<file path="src/rtl/lcd_string_driver.sv">
// rtl/lcd_string_driver.sv - HD44780 4-bit write-only driver that shows a 32-char string on a 16x2 LCD
// Optional LCD_DIRTY_SKIP_EN: refresh requests whose string matches the last one written cause no bus activity.
module lcd_string_driver #(
  parameter int T_PWRUP = 750000,
  parameter int T_INIT1 = 205000,
  parameter int T_INIT2 = 5000,
  parameter int T_SETUP = 2,
  parameter int T_EHI   = 12,
  parameter int T_NIB   = 50,
  parameter int T_CMD   = 2000,
  parameter int T_CLR   = 82000
) (
  input  logic         CCLK,
  input  logic         rst,
  input  logic         cls,
  input  logic [255:0] strdata,
  output logic         LCDE,
  output logic         LCDRS,
  output logic         LCDRW,
  output logic [3:0]   LCDDAT,
  output logic         busy
);
  localparam logic [19:0] W_PWRUP = (T_PWRUP < 1) ? 20'd1 : 20'(T_PWRUP);
  localparam logic [19:0] W_INIT1 = (T_INIT1 < 1) ? 20'd1 : 20'(T_INIT1);
  localparam logic [19:0] W_INIT2 = (T_INIT2 < 1) ? 20'd1 : 20'(T_INIT2);
  localparam logic [19:0] W_SETUP = (T_SETUP < 1) ? 20'd1 : 20'(T_SETUP);
  localparam logic [19:0] W_EHI   = (T_EHI   < 1) ? 20'd1 : 20'(T_EHI);
  localparam logic [19:0] W_NIB   = (T_NIB   < 1) ? 20'd1 : 20'(T_NIB);
  localparam logic [19:0] W_CMD   = (T_CMD   < 1) ? 20'd1 : 20'(T_CMD);
  localparam logic [19:0] W_CLR   = (T_CLR   < 1) ? 20'd1 : 20'(T_CLR);

  typedef enum logic [2:0] {S_PWRUP, S_INIT, S_CFG, S_IDLE, S_ADDR1, S_LINE1, S_ADDR2, S_LINE2} state_t;
  typedef enum logic [2:0] {P_LOAD, P_SETUP, P_EHI, P_NIB, P_WAIT} phase_t;

  state_t        state_q, state_d;
  phase_t        phase_q, phase_d;
  logic [19:0]   cnt_q, cnt_d;
  logic [4:0]    idx_q, idx_d;
  logic          second_q, second_d;
  logic          pending_q, pending_d;
  logic [255:0]  shadow_q, shadow_d;
  logic          lcde_q, lcde_d;
  logic          rs_q, rs_d;
  logic [3:0]    dat_q, dat_d;
  logic          busy_q, busy_d;
`ifdef LCD_DIRTY_SKIP_EN
  logic          valid_q, valid_d;
`endif

  logic [7:0]    chars [32];
  logic [7:0]    item_byte;
  logic          item_rs;
  logic          item_single;
  logic          item_last;
  logic [19:0]   item_wait;

  // Decode the byte (or init nibble) currently being sent from state and index.
  always_comb begin
    for (int i = 0; i < 32; i++) chars[i] = shadow_q[255-8*i -: 8];
    item_byte   = 8'h00;
    item_rs     = 1'b0;
    item_single = 1'b0;
    item_last   = 1'b1;
    item_wait   = W_CMD;
    case (state_q)
      S_INIT: begin
        item_single = 1'b1;
        item_byte   = (idx_q == 5'd3) ? 8'h20 : 8'h30;
        item_wait   = (idx_q == 5'd0) ? W_INIT1 : (idx_q == 5'd1) ? W_INIT2 : W_CMD;
        item_last   = (idx_q == 5'd3);
      end
      S_CFG: begin
        case (idx_q[1:0])
          2'd0:    item_byte = 8'h28;
          2'd1:    item_byte = 8'h06;
          2'd2:    item_byte = 8'h0C;
          default: item_byte = 8'h01;
        endcase
        if (idx_q == 5'd3) item_wait = W_CLR;
        item_last = (idx_q == 5'd3);
      end
      S_ADDR1: item_byte = 8'h80;
      S_LINE1: begin
        item_byte = chars[{1'b0, idx_q[3:0]}];
        item_rs   = 1'b1;
        item_last = (idx_q == 5'd15);
      end
      S_ADDR2: item_byte = 8'hC0;
      S_LINE2: begin
        item_byte = chars[{1'b1, idx_q[3:0]}];
        item_rs   = 1'b1;
        item_last = (idx_q == 5'd15);
      end
      default: ;
    endcase
  end

  always_comb begin
    state_d   = state_q;
    phase_d   = phase_q;
    cnt_d     = cnt_q;
    idx_d     = idx_q;
    second_d  = second_q;
    pending_d = pending_q | cls;
    shadow_d  = shadow_q;
    lcde_d    = lcde_q;
    rs_d      = rs_q;
    dat_d     = dat_q;
`ifdef LCD_DIRTY_SKIP_EN
    valid_d   = valid_q;
`endif
    case (state_q)
      S_PWRUP: begin
        if (cnt_q >= W_PWRUP - 20'd1) begin
          state_d = S_INIT;
          phase_d = P_LOAD;
          cnt_d   = 20'd0;
          idx_d   = 5'd0;
        end else begin
          cnt_d = cnt_q + 20'd1;
        end
      end
      S_IDLE: begin
        if (pending_q) begin
          pending_d = cls;
`ifdef LCD_DIRTY_SKIP_EN
          if (!(valid_q && strdata == shadow_q)) begin
            valid_d  = 1'b1;
`else
          begin
`endif
            shadow_d = strdata;
            state_d  = S_ADDR1;
            phase_d  = P_LOAD;
            cnt_d    = 20'd0;
            idx_d    = 5'd0;
            second_d = 1'b0;
          end
        end
      end
      default: begin
        case (phase_q)
          P_LOAD: begin
            rs_d    = item_rs;
            dat_d   = second_q ? item_byte[3:0] : item_byte[7:4];
            phase_d = P_SETUP;
            cnt_d   = 20'd0;
          end
          P_SETUP: begin
            if (cnt_q >= W_SETUP - 20'd1) begin
              lcde_d  = 1'b1;
              phase_d = P_EHI;
              cnt_d   = 20'd0;
            end else cnt_d = cnt_q + 20'd1;
          end
          P_EHI: begin
            if (cnt_q >= W_EHI - 20'd1) begin
              lcde_d   = 1'b0;
              cnt_d    = 20'd0;
              phase_d  = (!item_single && !second_q) ? P_NIB : P_WAIT;
              second_d = !item_single && !second_q;
            end else cnt_d = cnt_q + 20'd1;
          end
          P_NIB: begin
            if (cnt_q >= W_NIB - 20'd1) begin
              phase_d = P_LOAD;
              cnt_d   = 20'd0;
            end else cnt_d = cnt_q + 20'd1;
          end
          default: begin
            if (cnt_q >= item_wait - 20'd1) begin
              phase_d = P_LOAD;
              cnt_d   = 20'd0;
              idx_d   = idx_q + 5'd1;
              if (item_last) begin
                idx_d = 5'd0;
                case (state_q)
                  S_INIT:  state_d = S_CFG;
                  S_ADDR1: state_d = S_LINE1;
                  S_LINE1: state_d = S_ADDR2;
                  S_ADDR2: state_d = S_LINE2;
                  default: state_d = S_IDLE;
                endcase
              end
            end else cnt_d = cnt_q + 20'd1;
          end
        endcase
      end
    endcase
    busy_d = !(state_d == S_IDLE && !pending_d);
`ifdef LCD_DIRTY_SKIP_EN
    // A request that will be skipped next cycle never raises busy.
    if (state_d == S_IDLE && valid_d && strdata == shadow_d) busy_d = 1'b0;
`endif
  end

  always_ff @(posedge CCLK or negedge rst) begin
    if (!rst) begin
      state_q   <= S_PWRUP;
      phase_q   <= P_LOAD;
      cnt_q     <= 20'd0;
      idx_q     <= 5'd0;
      second_q  <= 1'b0;
      pending_q <= 1'b0;
      shadow_q  <= 256'd0;
      lcde_q    <= 1'b0;
      rs_q      <= 1'b0;
      dat_q     <= 4'd0;
      busy_q    <= 1'b1;
`ifdef LCD_DIRTY_SKIP_EN
      valid_q   <= 1'b0;
`endif
    end else begin
      state_q   <= state_d;
      phase_q   <= phase_d;
      cnt_q     <= cnt_d;
      idx_q     <= idx_d;
      second_q  <= second_d;
      pending_q <= pending_d;
      shadow_q  <= shadow_d;
      lcde_q    <= lcde_d;
      rs_q      <= rs_d;
      dat_q     <= dat_d;
      busy_q    <= busy_d;
`ifdef LCD_DIRTY_SKIP_EN
      valid_q   <= valid_d;
`endif
    end
  end

  assign LCDE   = lcde_q;
  assign LCDRS  = rs_q;
  assign LCDRW  = 1'b0;
  assign LCDDAT = dat_q;
  assign busy   = busy_q;
endmodule

</file>
<file path="config.mk">
export PLATFORM = sky130hd
export DESIGN_NAME = lcd_string_driver
export DESIGN_NICKNAME = d
export VERILOG_FILES = /design/src/rtl/lcd_string_driver.sv
export SDC_FILE = /design/constraint.sdc
export NUM_CORES = 1
export LEC_CHECK = 0
export BUFFER_PORTS_ARGS = -buffer_cell sky130_fd_sc_hd__buf_2
export CELL_PAD_IN_SITES_DETAIL_PLACEMENT = 0
export CELL_PAD_IN_SITES_GLOBAL_PLACEMENT = 1
export CORE_MARGIN = 2
export CORE_UTILIZATION = 28
export CTS_CLUSTER_SIZE = 40
export DETAILED_ROUTE_END_ITERATION = 16
export PLACE_DENSITY = 0.54
export SYNTH_ARGS = -nofsm -noshare
export SYNTH_HDL_FRONTEND = slang
export SYNTH_SLANG_ARGS = --single-unit
</file>
<file path="constraint.sdc">
create_clock -name CCLK -period 7.78 [get_ports CCLK]
set_input_delay 0.389 -clock CCLK [delete_from_list [all_inputs] [get_ports CCLK]]
set_output_delay 0.389 -clock CCLK [all_outputs]
set_load 0.005 [all_outputs]
</file>
Yosys cells after proc, flatten, opt, wreduce, memory -nomap -nowiden
Cells that the tools add are included.
{ "classes": {"add_sub_neg": 3, "bitwise_logic": 5, "multipliers": 0, "n_reduce_logical": 25, "n_shift": 0, "n_eq_ne": 24, "order_cmp": 7, "n_mux": 56, "n_div": 0} }
{ "op_table": {"columns": ["operator", "count"], "rows": [
  ["$mux 20", 6],
  ["$bmux 8 s5", 2],
  ["$pmux 20 s4", 1],
  ["$pmux 8 s6", 1],
  ["$pmux 20 s2", 1],
  ["$mux 3", 12],
  ["$pmux 18 s2", 1],
  ["$mux 8", 4],
  ["$mux 5", 6],
  ["$pmux 3 s4", 2],
  ["$add 20x1->20 const B", 1],
  ["$ge 20x1->1 const B", 1],
  ["$ge 20x20->1", 1],
  ["$ge 20x20->1 const B", 1],
  ["$ge 20x4->1 const B", 1],
  ["$ge 20x6->1 const B", 1],
  ["$sub 20x1->20 const B", 1],
  ["$mux 18", 1],
  ["$pmux 6 s3", 1],
  ["$mux 17", 1],
  ["$eq 3x2->1 const B", 5],
  ["$mux 13", 1],
  ["$eq 3x3->1 const B", 4],
  ["$ge 6x6->1 const B", 2],
  ["32 further kinds", 62]
]} }
{ "totals": {"wordCells": 131, "n_memories": 0, "mem_bits_ro": 0, "ff_bits": 296, "latch_bits": 0, "in_bits": 259, "mem_bits_rw": 0, "out_inout_bits": 8} }

Longest topological paths before layout
Gate-level depths: netlist of run 1.
{ "logic_depth": {"word_depth": 12, "ltp_mapped": 20, "mapped_depth_nobuf": 15} }

Worst setup path after synthesis of run 1
No wires, ideal clock.
{ "synth_timing": {"path_type": "reg2reg", "startpoint": "register idx_q[0]", "endpoint": "register idx_q[0]", "required_ns": 7.655, "path_buffers": 4, "stages_incl_launch_ff": 19, "setup_ns": 0.125, "t_arrival_ns": 4.357, "slack_ns": 3.298, "synth_period_minus_slack_ns": 4.482, "cell_sequence": "dfrtp_1 buf_4 buf_4 buf_2 buf_4 inv_1 ha_1 o21ai_0 inv_1 ha_1 ha_1 xnor2_1 ha_1 a21oi_1 o221ai_1 a221oi_1 a21boi_1 o21ai_1 mux2_2"} }
{ "synth_between": {"elab_chain_len": 8, "elab_cells_between_ends": 18, "cone_classes": "2 x add/sub; 1 x order compare; 3 x eq/ne; 9 x mux; 3 x reduce/logical"} }
{ "synth_rtl": {"columns": ["item", "line", "source"], "rows": [
  ["start: declaration", "38", "logic [4:0] idx_q, idx_d;"],
  ["start signal: assignment", "217", "idx_q <= idx_d;"],
  ["$eq 5x1->1", "69", "item_wait = (idx_q == 5'd0) ? W_INIT1 : (idx_q == 5'd1) ? W_INIT2 : W_CMD;"],
  ["$mux 13", "69", null],
  ["$mux 18", "69", null],
  ["$pmux 18 s2", "65", "case (state_q)"],
  ["$sub 20x1->20", "171", "if (cnt_q >= item_wait - 20'd1) begin"],
  ["$ge 20x20->1", "171", null],
  ["$reduce_bool 3->1 (no source line)", null, null],
  ["$reduce_and 4->1 (no source line)", null, null]
]} }
Several ways; a longest one is shown, not always the timed one. The select of a mux whose other input is x is not followed.
A chain may end at the register's enable or synchronous reset.

Worst setup path in the final report of run 1
{ "layout_timing": {"startpoint": "register idx_q[0]", "endpoint": "register idx_q[4]"} }
The elaborated chain is that of the path after synthesis.

==> results.md, run 1 <==
- Final HPWL DP: 31,950 µm
- Number of DRC markers in iteration 0: 684
- Number of buffers added by the clock tree synthesis step: 37
- Fin. max-slew vios: 0
- Number of H-tree levels: 2
- Relative area change from synthesis to final layout: 22.25%
- Width of the die: 230.8 µm
- Post-detailed-route count of antenna-violating nets: 0
- Final GP Congestion: 0.7922
- Worst path max stage delay: 780 ps
- Slack of the critical path: 3080 ps
- Worst min-delay path category: input port to flop
- All-Layer GR Usage: 0.1723
- Multi-input gate area in the final layout: 6578 µm²
- Post-synthesis instance total: 1,551
- Setup Buffers After CTS: 0
- Pwr per Cell Area: 195.1 nW/µm²
- Number of enable flip-flop cells after synthesis: 0
- Maximum number of pins on one net before global-route repair: 167
- Ys Warns: 0
- Run status: completed
- Vias after detailed routing: 11,344
- Buffer levels on the longest clock path: 3
- Y dimension of the die: 230.8 µm
- Max Cap Viol: 0
- Critical Path Source: idx_q[0]
- Relative slew margins: 0.2721
- Part of the cycle the worst path needs: 0.6041
- Leakage power: 7.689 nW
- Least-Margin Pin Slew: 1092 ps
- Wire length reported by the detailed router: 45,530 µm
- Peak Freq: 212.8 MHz
- Overall die area: 53,280 µm²
- Antenna violations before repair: 1
- Netlist cell types: 65
- Reg area: 7417 µm²
- Post-synthesis average cell area: 9.288 µm²
- R2R Path Start: idx_q[0]
- Worst slack at placement: 3050 ps
- Drt first pass iters: 4
- Crit path max-delay family: compound AO/OA/AOI/OAI gates
- Critical path type: flop to flop
- Worst slack on hold paths: 31.96 ps
- Setup slack of the worst register-to-register path: 3080 ps
- Final TNS setup: 0 ps
- Register clock-pin slew on the reported worst setup and hold paths: 60 ps
- Average wire length per cell after detail routing: 18.34 µm
- WP depth: 14
- Global-route wire length before repair: 70,150 µm
- Final-report setup violation count: 0
- Cell repeated most along the worst path: ha_1
- Post-CTS sizing: 0
- Depth of the worst register-to-register path: 14
- DRC errors left: 0
- Worst path cell trace: inv_1 > ha_1 > o21ai_0 > inv_1 > ha_1 > ha_1 > xnor2_1 > ha_1 > a21oi_1 > o221ai_1 > a221oi_1 > a21boi_1 > o21ai_1 > mux2_2
- Count of antenna diodes in the layout: 0
- Worst clock skew on the final layout: 25.09 ps
- Number of nets in the layout: 2,062
- Most numerous cell in the Yosys netlist: nand2_1
- Number of placement rows: 83
- Async set-reset flop share out of synthesis: 1.000
- Capture instance of the worst register-to-register path: idx_q[4]
- Worst VDD drop: 138.0 µV
- Critical path buffers and inverters: 2
- Cell type with the largest total area after synthesis: dfrtp_1
- Number of sinks on the clock net: 296
- Synth top area share: 0.5124
- Average vias per placed instance: 4.571
- Fraction of layout cells with a size suffix above 1: 0.2353
- Critical path fanouts, max: 28
- Vias in the first global route: 11,846
- Required @ worst endpoint: 8190 ps
- Highest-delay cell along the critical path: dfrtp_4
- Data arrival time of the critical path: 5110 ps
- Overall power: 3.435 mW
- Share of the yosys chip area belonging to registers: 0.5142
- CTS tree: built
- Clk Latency, worst-skew pair: 550 ps
- Most instantiated flip-flop cell in the synthesis netlist: dfrtp_1
- Ranking of synthesized cells by area: dfrtp_1 51%, nand2_1 21%, mux4_2 11%
- Number of synthesized register bits: 296
- Total of fill cells in the finished design: 5,436
- Area inside the core boundary: 51,090 µm²
- Startpoint Class: flop
- Setup repair after global routing missed its margin: false
- I/O Buffers: 265
- Top cell types by occurrence after synthesis: 805 x nand2_1, 295 x dfrtp_1, 72 x clkbuf_1
- Kind of end point of the critical path: flop
- Hold Fails Final Rpt: 0
- Hold-fix buffers, CTS: 3
- Launch instance of the worst min-delay path: strdata[214]
- Tmin final: 4700 ps
- Post-Syn Area: 14,410 µm²
- Root buf cell: clkbuf_16
- Starting Density: 0.2820
- Number of top-level pins: 267
- Total global routing overflow: 0
- Capture point of the critical path: idx_q[4]
how the worst min path moves through the flow:
stage / end / slack, ps / depth (start not counted)
floorplan: LCDDAT[0] / 90 / 0
global placement: chars[81] / 450 / 2
detailed placement: chars[137] / 460 / 2
CTS: chars[66] / 0.6 / 3
global route: chars[204] / 20 / 3
finish: chars[214] / 30 / 3
cells in the final DEF, fill, tap and decap left out, types with 3 or more instances in the layout:
cell / n
nand2_1: 805
dfrtp_1: 292
buf_2: 264
mux4_2: 71
nor2_1: 48
clkbuf_16: 39
ha_1: 28
inv_1: 15
nand3_1: 15
a21oi_1: 15
o21ai_0: 13
mux2i_1: 12
xor2_1: 11
nand4_1: 11
nor2b_1: 9
xnor2_1: 9
a211oi_1: 8
clkbuf_1: 8
clkbuf_8: 8
and3_1: 7
nor3_1: 7
mux2_2: 7
nor4_1: 6
a31oi_1: 6
buf_4: 6
nand2b_1: 5
conb_1: 4
clkinv_2: 4
o211ai_1: 3
bufinv_16: 3
dlygate4sd3_1: 3
final cells by class:
type | instances | share of cell area
sequential | 296 | 0.4211
multi-input combinational | 1149 | 0.3735
timing repair buffer | 276 | 0.08241
clock buffer | 55 | 0.06337
tap | 680 | 0.04831
clock inverter | 11 | 0.008099
inverter | 15 | 0.003197
tightest hold or removal path, delay by kind of cell:
family / cells / cell delay, ps
buffers and inverters: 1 / 70
AND/OR/NAND/NOR: 2 / 80
per-stage QoR:
stage	instance area, µm²	std cells	utilization
after floorplan	14410	1553	-
after global placement	16320	2413	0.3195
after detailed placement	16320	2413	0.3195
after CTS	17610	2482	0.3447
after global routing	17610	2482	0.3447
final	17610	2482	0.3447
power breakdown:
part | internal [mW] | total (mW) | switching, mW | leakage, nW
registers | 1.54 | 1.54 | 0.0000000000000000229 | 2.75
logic | 0.0501 | 0.115 | 0.0653 | 4.32
clock network | 1.09 | 1.78 | 0.687 | 0.615
state kept, by name, summed over array words and instances, names as in the netlist:
name       count
chars        256
phase_q        3
busy           1
pending_q      1
idx_q          5
cnt_q         20
LCDDAT         4
state_q        3
second_q       1
LCDRS          1
LCDE           1
kinds of logic after synthesis:
| logic type | share of synthesized area |
|---|---|
| buf+inv | 0.03092 |
| simple gates | 0.2579 |
| flops | 0.5142 |
| xor+xnor | 0.01216 |
| mux | 0.1248 |
| compound gates | 0.03509 |
| other cells | 0.0005213 |
| fa+ha+maj | 0.02432 |
per-layer routing:
metal	wire length, µm	track usage	vias up
met3	1852	0.02940	50
met2	21240	0.2735	190
met4	889	0.04819	0
met1	21550	0.2422	5576
li1	-	-	5528
met5	0	0	-
No activity file was read; power rests on OpenSTA's default activity.
==> inputs of run 2 (changes only) <==
--- a/config.mk
+++ b/config.mk
@@ -5,6 +5,7 @@
 export SDC_FILE = /design/constraint.sdc
 export NUM_CORES = 1
 export LEC_CHECK = 0
+export ABC_AREA = 1
 export BUFFER_PORTS_ARGS = -buffer_cell sky130_fd_sc_hd__buf_2
 export CELL_PAD_IN_SITES_DETAIL_PLACEMENT = 0
 export CELL_PAD_IN_SITES_GLOBAL_PLACEMENT = 1
@@ -12,7 +13,7 @@
 export CORE_UTILIZATION = 28
 export CTS_CLUSTER_SIZE = 40
 export DETAILED_ROUTE_END_ITERATION = 16
-export PLACE_DENSITY = 0.54
+export PLACE_DENSITY = 0.53
 export SYNTH_ARGS = -nofsm -noshare
 export SYNTH_HDL_FRONTEND = slang
 export SYNTH_SLANG_ARGS = --single-unit
==> constraint.sdc (replaced) <==
create_clock -name CCLK -period 4.54 [get_ports CCLK]
set_input_delay 0.227 -clock CCLK [delete_from_list [all_inputs] [get_ports CCLK]]
set_output_delay 0.227 -clock CCLK [all_outputs]
set_load 0.005 [all_outputs]
==> run 2 against run 1 <==
Core utilization up 4.9 points. Clock power up 66%. First-iteration DRC count down 2.9%. Clock-buffer cell count up 4. Register-to-register slack worse by 2400 ps. Total power up 83%. Maximum frequency up 21%. Synthesized area up 3.1%. Final cell count up 10%. Combinational power rose to 4.4 times the previous value. Clock skew down 4.8 ps. Sequential share of layout area down 6.2 points. Critical endpoint is now phase_q[1].
==> results.md, run 2 <==
- Run status: completed
- Number of enable flip-flop cells after synthesis: 0
- DRC errors left: 0
- Drt first pass iters: 4
- Total global routing overflow: 0
- Overall power: 6.274 mW
- Most instantiated flip-flop cell in the synthesis netlist: dfrtp_1
- Pwr per Cell Area: 303.5 nW/µm²
- Number of buffers added by the clock tree synthesis step: 38
- Vias in the first global route: 13,293
- Top cell types by occurrence after synthesis: 295 x dfrtp_1, 236 x mux2_1, 219 x nor2_1
- Cell repeated most along the worst path: nand2_1
- Max FFs per register: 256
- Crit path max-delay family: simple AND/OR/NAND/NOR gates
- Data arrival time of the critical path: 4340 ps
- Part of the cycle the worst path needs: 0.8546
- Number of H-tree levels: 2
- Highest-delay cell along the critical path: dfrtp_4
- Post-CTS sizing: 0
- Setup repair after global routing missed its margin: false
- Worst slack on hold paths: 22.17 ps
- Final TNS setup: 0 ps
- Number of top-level pins: 267
- All-Layer GR Usage: 0.1854
- Relative slew margins: 0.3233
- Post-Syn Area: 14,850 µm²
- Number of placement rows: 84
- Maximum number of pins on one net before global-route repair: 112
- Worst clock skew on the final layout: 20.33 ps
- Share of the yosys chip area belonging to registers: 0.4989
- Width of the die: 234.3 µm
- Clk Latency, worst-skew pair: 550 ps
- Worst min-delay path category: input port to flop
- Average wire length per cell after detail routing: 18.55 µm
- Starting Density: 0.2826
- Startpoint Class: flop
- Number of sinks on the clock net: 296
- Hold-fix buffers, CTS: 257
- I/O Buffers: 265
- Number of DRC markers in iteration 0: 664
- Post-synthesis instance total: 1,512
- Final HPWL DP: 34,150 µm
- Antenna violations before repair: 3
- Total of fill cells in the finished design: 5,270
- Worst VDD drop: 192.6 µV
- Number of synthesized register bits: 296
- CTS tree: built
- Least-Margin Pin Slew: 1015 ps
- Relative area change from synthesis to final layout: 39.21%
- Global-route wire length before repair: 77,740 µm
- Critical path fanouts, max: 12
- Worst path cell trace: inv_1 > buf_4 > ha_1 > inv_1 > nor4_1 > nor2_1 > ha_1 > ha_1 > xor2_1 > ha_1 > nand2_1 > inv_1 > nand2_1 > nand2_1 > nand2_1 > nand2_1 > nand2_1 > nand3_1 > nand2_1 > nand3_1 > nand2_1 > buf_4 > nand2_1 > o21ai_1
- Post-synthesis average cell area: 9.822 µm²
- Setup Buffers After CTS: 0
- Register clock-pin slew on the reported worst setup and hold paths: 60 ps
- Post-detailed-route count of antenna-violating nets: 0
- Tmin final: 3880 ps
- Ranking of synthesized cells by area: dfrtp_1 50%, mux2_1 18%, nor2_1 5.5%
- Most numerous cell in the Yosys netlist: dfrtp_1
- Async set-reset flop share out of synthesis: 1.000
- Required @ worst endpoint: 5000 ps
- Peak Freq: 257.7 MHz
- Wire length reported by the detailed router: 50,620 µm
- Y dimension of the die: 234.3 µm
- Critical path type: flop to flop
- Area inside the core boundary: 52,550 µm²
- Average vias per placed instance: 4.676
- Synth top area share: 0.4971
- Max Cap Viol: 0
- Commonest cells after routing, fill and taps aside: 293 x dfrtp_1, 264 x buf_2, 257 x dlygate4sd3_1
- Kind of end point of the critical path: flop
- Most common library cell in the layout ignoring fill and taps: dfrtp_1
- Overall die area: 54,900 µm²
- Slack of the critical path: 660.3 ps
- Fin. max-slew vios: 0
- Leakage power: 9.378 nW
- Netlist cell types: 42
- Buffer levels on the longest clock path: 3
- Cell type with the largest total area after synthesis: dfrtp_1
- Final GP Congestion: 0.8035
- Number of nets in the layout: 2,298
- Root buf cell: clkbuf_16
- Worst slack at placement: 624.8 ps
- Critical path buffers and inverters: 5
- Fraction of layout cells with a size suffix above 1: 0.1865
- Hold Fails Final Rpt: 0
- Worst path max stage delay: 470 ps
- Final-report setup violation count: 0
- Ys Warns: 0
- Vias after detailed routing: 12,761
[run 2: cell count changes in the layout (fill, tap and decap cells not counted), sizes merged, moves of 28 or more]
cell,previous run,this run
a21oi,15,43
inv,16,90
mux2,7,240
nor2,49,224
nand3,16,78
mux4,71,0
dlygate4sd3,3,257
o21ai,14,158
nand2,805,167
[run 2: cells by family after synthesis]
| kind of cell | share of synthesized area |
|---|---|
| buffers and inverters | 0.04844 |
| other | 0.0005057 |
| AO/OA/AOI/OAI | 0.09698 |
| AND/OR/NAND/NOR | 0.1414 |
| multiplexers | 0.1820 |
| XOR/XNOR | 0.008257 |
| flip-flops | 0.4989 |
| adder cells (fa/ha/maj) | 0.02359 |
[run 2: worst register-to-register path, stage by stage, from the launching register on]
cell     delay (ps)
dfrtp_4         470
inv_1           100
buf_4           250
ha_1            220
inv_1            50
nor4_1          330
nor2_1          120
ha_1            220
ha_1            210
xor2_1          170
ha_1            330
nand2_1          70
inv_1            50
nand2_1          60
nand2_1          40
nand2_1          50
nand2_1          50
nand2_1          50
nand3_1         170
nand2_1         170
nand3_1         110
nand2_1         200
buf_4           190
nand2_1          60
o21ai_1          80
[run 2: worst paths after layout]
path	from	slack (ps)	to	cells past startpoint
setup / recovery	idx_q[1]	660	phase_q[1]	24
hold / removal	strdata[211]	20	chars[211]	3
setup reg to reg	idx_q[1]	660	phase_q[1]	24
hold reg to reg	chars[208]	480	chars[208]	1
max in group asynchronous	rst	3250	chars[120]	3
min in group asynchronous	rst	220	chars[63]	2
[run 2: per-stage QoR]
stage	util	area [µm²]	std cells
4_1_cts	0.3933	20670	2726
6_report	0.3934	20670	2729
3_3_place_gp	0.3212	16880	2402
3_5_place_dp	0.3212	16880	2402
5_1_grt	0.3934	20670	2729
2_1_floorplan	-	14860	1514
[run 2: power by group]
part           total, mW  leakage [nW]  internal [mW]  switching [mW]
clock               2.95         0.595           1.75            1.21
combinational      0.511          5.30          0.307           0.204
sequential          2.81          3.48           2.76          0.0534
total               6.27          9.38           4.81            1.46
[run 2: layer usage]
| layer | global-route usage | vias to the layer above | share of wire |
|---|---|---|---|
| li1 | - | 6138 | - |
| met1 | 0.2495 | 6295 | 0.47 |
| met2 | 0.3044 | 242 | 0.47 |
| met3 | 0.02541 | 86 | 0.033 |
| met4 | 0.06643 | 0 | 0.030 |
| met5 | 0 | - | 0 |
[run 2: final cells by class]
| type | instances | area [µm²] | share of cell area |
|---|---|---|---|
| antenna | 3 | 7.507 | 0.0003631 |
| clock buffer | 59 | 1151 | 0.05568 |
| clock inverter | 8 | 63.81 | 0.003087 |
| inverter | 88 | 332.8 | 0.01610 |
| multi-input combinational | 1044 | 6738 | 0.3259 |
| sequential | 296 | 7416 | 0.3587 |
| tap | 688 | 860.8 | 0.04164 |
| timing repair buffer | 543 | 4104 | 0.1985 |
==> inputs of run 3 (changes only) <==
--- a/config.mk
+++ b/config.mk
@@ -9,7 +9,7 @@
 export BUFFER_PORTS_ARGS = -buffer_cell sky130_fd_sc_hd__buf_2
 export CELL_PAD_IN_SITES_DETAIL_PLACEMENT = 0
 export CELL_PAD_IN_SITES_GLOBAL_PLACEMENT = 1
-export CORE_MARGIN = 2
+export CORE_MARGIN = 4
 export CORE_UTILIZATION = 28
 export CTS_CLUSTER_SIZE = 40
 export DETAILED_ROUTE_END_ITERATION = 16
==> run 3 against run 2 <==
Combinational power up 0.8%. Critical endpoint is now cnt_q[12]. Worst setup slack better by 20 ps. First-iteration DRC count down 4.7%. Critical path type unchanged. Maximum frequency up 0.52%. Total power up 0.14%. Largest power group unchanged. Largest cell class unchanged.
==> results.md, run 3 (same netlist as run 2, synthesis figures left out) <==
- Run status: completed
- Number of sinks on the clock net: 296
- Relative slew margins: 0.4080
- Hold Fails Final Rpt: 0
- Setup repair after global routing missed its margin: false
- Buffer levels on the longest clock path: 3
- Data arrival time of the critical path: 4340 ps
- Vias in the first global route: 13,550
- Number of buffers added by the clock tree synthesis step: 37
- Average wire length per cell after detail routing: 18.72 µm
- Wire length reported by the detailed router: 51,050 µm
- Number of placement rows: 84
- Width of the die: 238.3 µm
- Final-report setup violation count: 0
- Clk Latency, worst-skew pair: 560 ps
- Average vias per placed instance: 4.657
- Number of top-level pins: 267
- Number of H-tree levels: 2
- Global-route wire length before repair: 80,220 µm
- Y dimension of the die: 238.3 µm
- Area inside the core boundary: 52,550 µm²
- Critical path fanouts, max: 36
- Worst VDD drop: 199.8 µV
- Pwr per Cell Area: 303.8 nW/µm²
- Maximum number of pins on one net before global-route repair: 115
- DRC errors left: 0
- Vias after detailed routing: 12,701
- Tmin final: 3860 ps
- Overall power: 6.283 mW
- Commonest cells after routing, fill and taps aside: 293 x dfrtp_1, 264 x buf_2, 258 x dlygate4sd3_1
- Fraction of layout cells with a size suffix above 1: 0.1852
- Antenna violations before repair: 4
- Final TNS setup: 0 ps
- Starting Density: 0.2826
- Worst clock skew on the final layout: 20.55 ps
- Post-detailed-route count of antenna-violating nets: 0
- Drt first pass iters: 5
- Critical path type: flop to flop
- Startpoint Class: flop
- Number of DRC markers in iteration 0: 633
- Relative area change from synthesis to final layout: 39.25%
- Reg area: 7416 µm²
- Max FFs per register: 256
- Total of fill cells in the finished design: 5,282
- Depth of the worst register-to-register path: 23
- Total global routing overflow: 0
- Fin. max-slew vios: 0
- All-Layer GR Usage: 0.1800
- Max Cap Viol: 0
- Register clock-pin slew on the reported worst setup and hold paths: 60 ps
- CTS tree: built
- Final GP Congestion: 0.7803
- Least-Margin Pin Slew: 887.9 ps
- Peak Freq: 259.1 MHz
- Overall die area: 56,790 µm²
- Number of nets in the layout: 2,297
- Multi-input gate area in the final layout: 6738 µm²
- Most common library cell in the layout ignoring fill and taps: dfrtp_1
- Root buf cell: clkbuf_16
- Final HPWL DP: 34,510 µm
- Worst min-delay path category: input port to async pin
- Kind of end point of the critical path: flop
- Leakage power: 9.379 nW
- Part of the cycle the worst path needs: 0.8501
- Setup Buffers After CTS: 0
- I/O Buffers: 265
- Required @ worst endpoint: 5020 ps
[run 3: cell types whose count changed in the layout (fill, tap and decap cells not counted), sizes merged]
cell	delta
bufinv	+2
inv	+1
clkbuf	-5
buf	-1
dlygate4sd3	+1
[run 3: critical path, stage by stage (launching register included)]
cell and delay (ps):
dfrtp_4 640, inv_4 120, ha_1 230, inv_1 60
nor3_1 180, inv_1 60, nor2_1 200, nor2_1 120
ha_1 230, ha_1 210, xor2_1 160, ha_1 320
a21oi_1 150, nand2_1 70, nand2_1 50, nand2_1 40
nand2_1 50, nand3_1 160, nand2_1 170, nand3_1 100
nand2_1 140, buf_4 180, nand2_1 60, nor2_1 80
[run 3: stage by stage]
stage                 util  hold slack (ps)  cells  worst slack (ps)  instance area, µm²
floorplan                -           -68.59   1514             902.9               14860
finish              0.3935            312.7   2727             680.5               20680
global route        0.3935            390.1   2727             177.2               20680
detailed placement  0.3215            352.4   2401             691.9               16900
global placement    0.3215            346.1   2401             740.0               16900
CTS                 0.3934            321.5   2724             674.6               20670
[run 3: layer usage]
metal | vias to the layer above | global-route usage | share of wire
met5 | - | 0 | 0.00025
met4 | 2 | 0.05488 | 0.030
met3 | 88 | 0.03595 | 0.046
met2 | 259 | 0.2912 | 0.46
met1 | 6215 | 0.2450 | 0.46
li1 | 6137 | - | -
[run 3: path summary, 6_finish.rpt]
check | startpoint | endpoint | slack [ps]
max | idx_q[0] | cnt_q[12] | 680
min | rst | chars[190] | 310
max reg2reg | idx_q[0] | cnt_q[12] | 680
min reg2reg | chars[209] | chars[209] | 480
max in group asynchronous | rst | chars[94] | 3240
min in group CCLK | strdata[56] | chars[56] | 410
[run 3: final cells by class]
cell class,count,area share
Tap cell,688,0.04163
Inverter,88,0.01609
Timing Repair Buffer,543,0.1998
Clock inverter,11,0.006414
Clock buffer,54,0.05125
Sequential cell,296,0.3586
Antenna cell,3,0.0003630
Multi-Input combinational cell,1044,0.3258
[run 3: what timing repair did]
item / 4_1_cts / 5_1_grt
hold endpoints to repair: 351 / 0
gates resized for setup: 0 / 0
endpoints found under the setup margin: 0 / 0
hold buffers: 258 / 0
[run 3: power breakdown]
group,internal (mW),total [mW],switching (mW)
Sequential,2.76,2.81,0.0540
Combinational,0.309,0.515,0.206
Clock,1.74,2.96,1.22
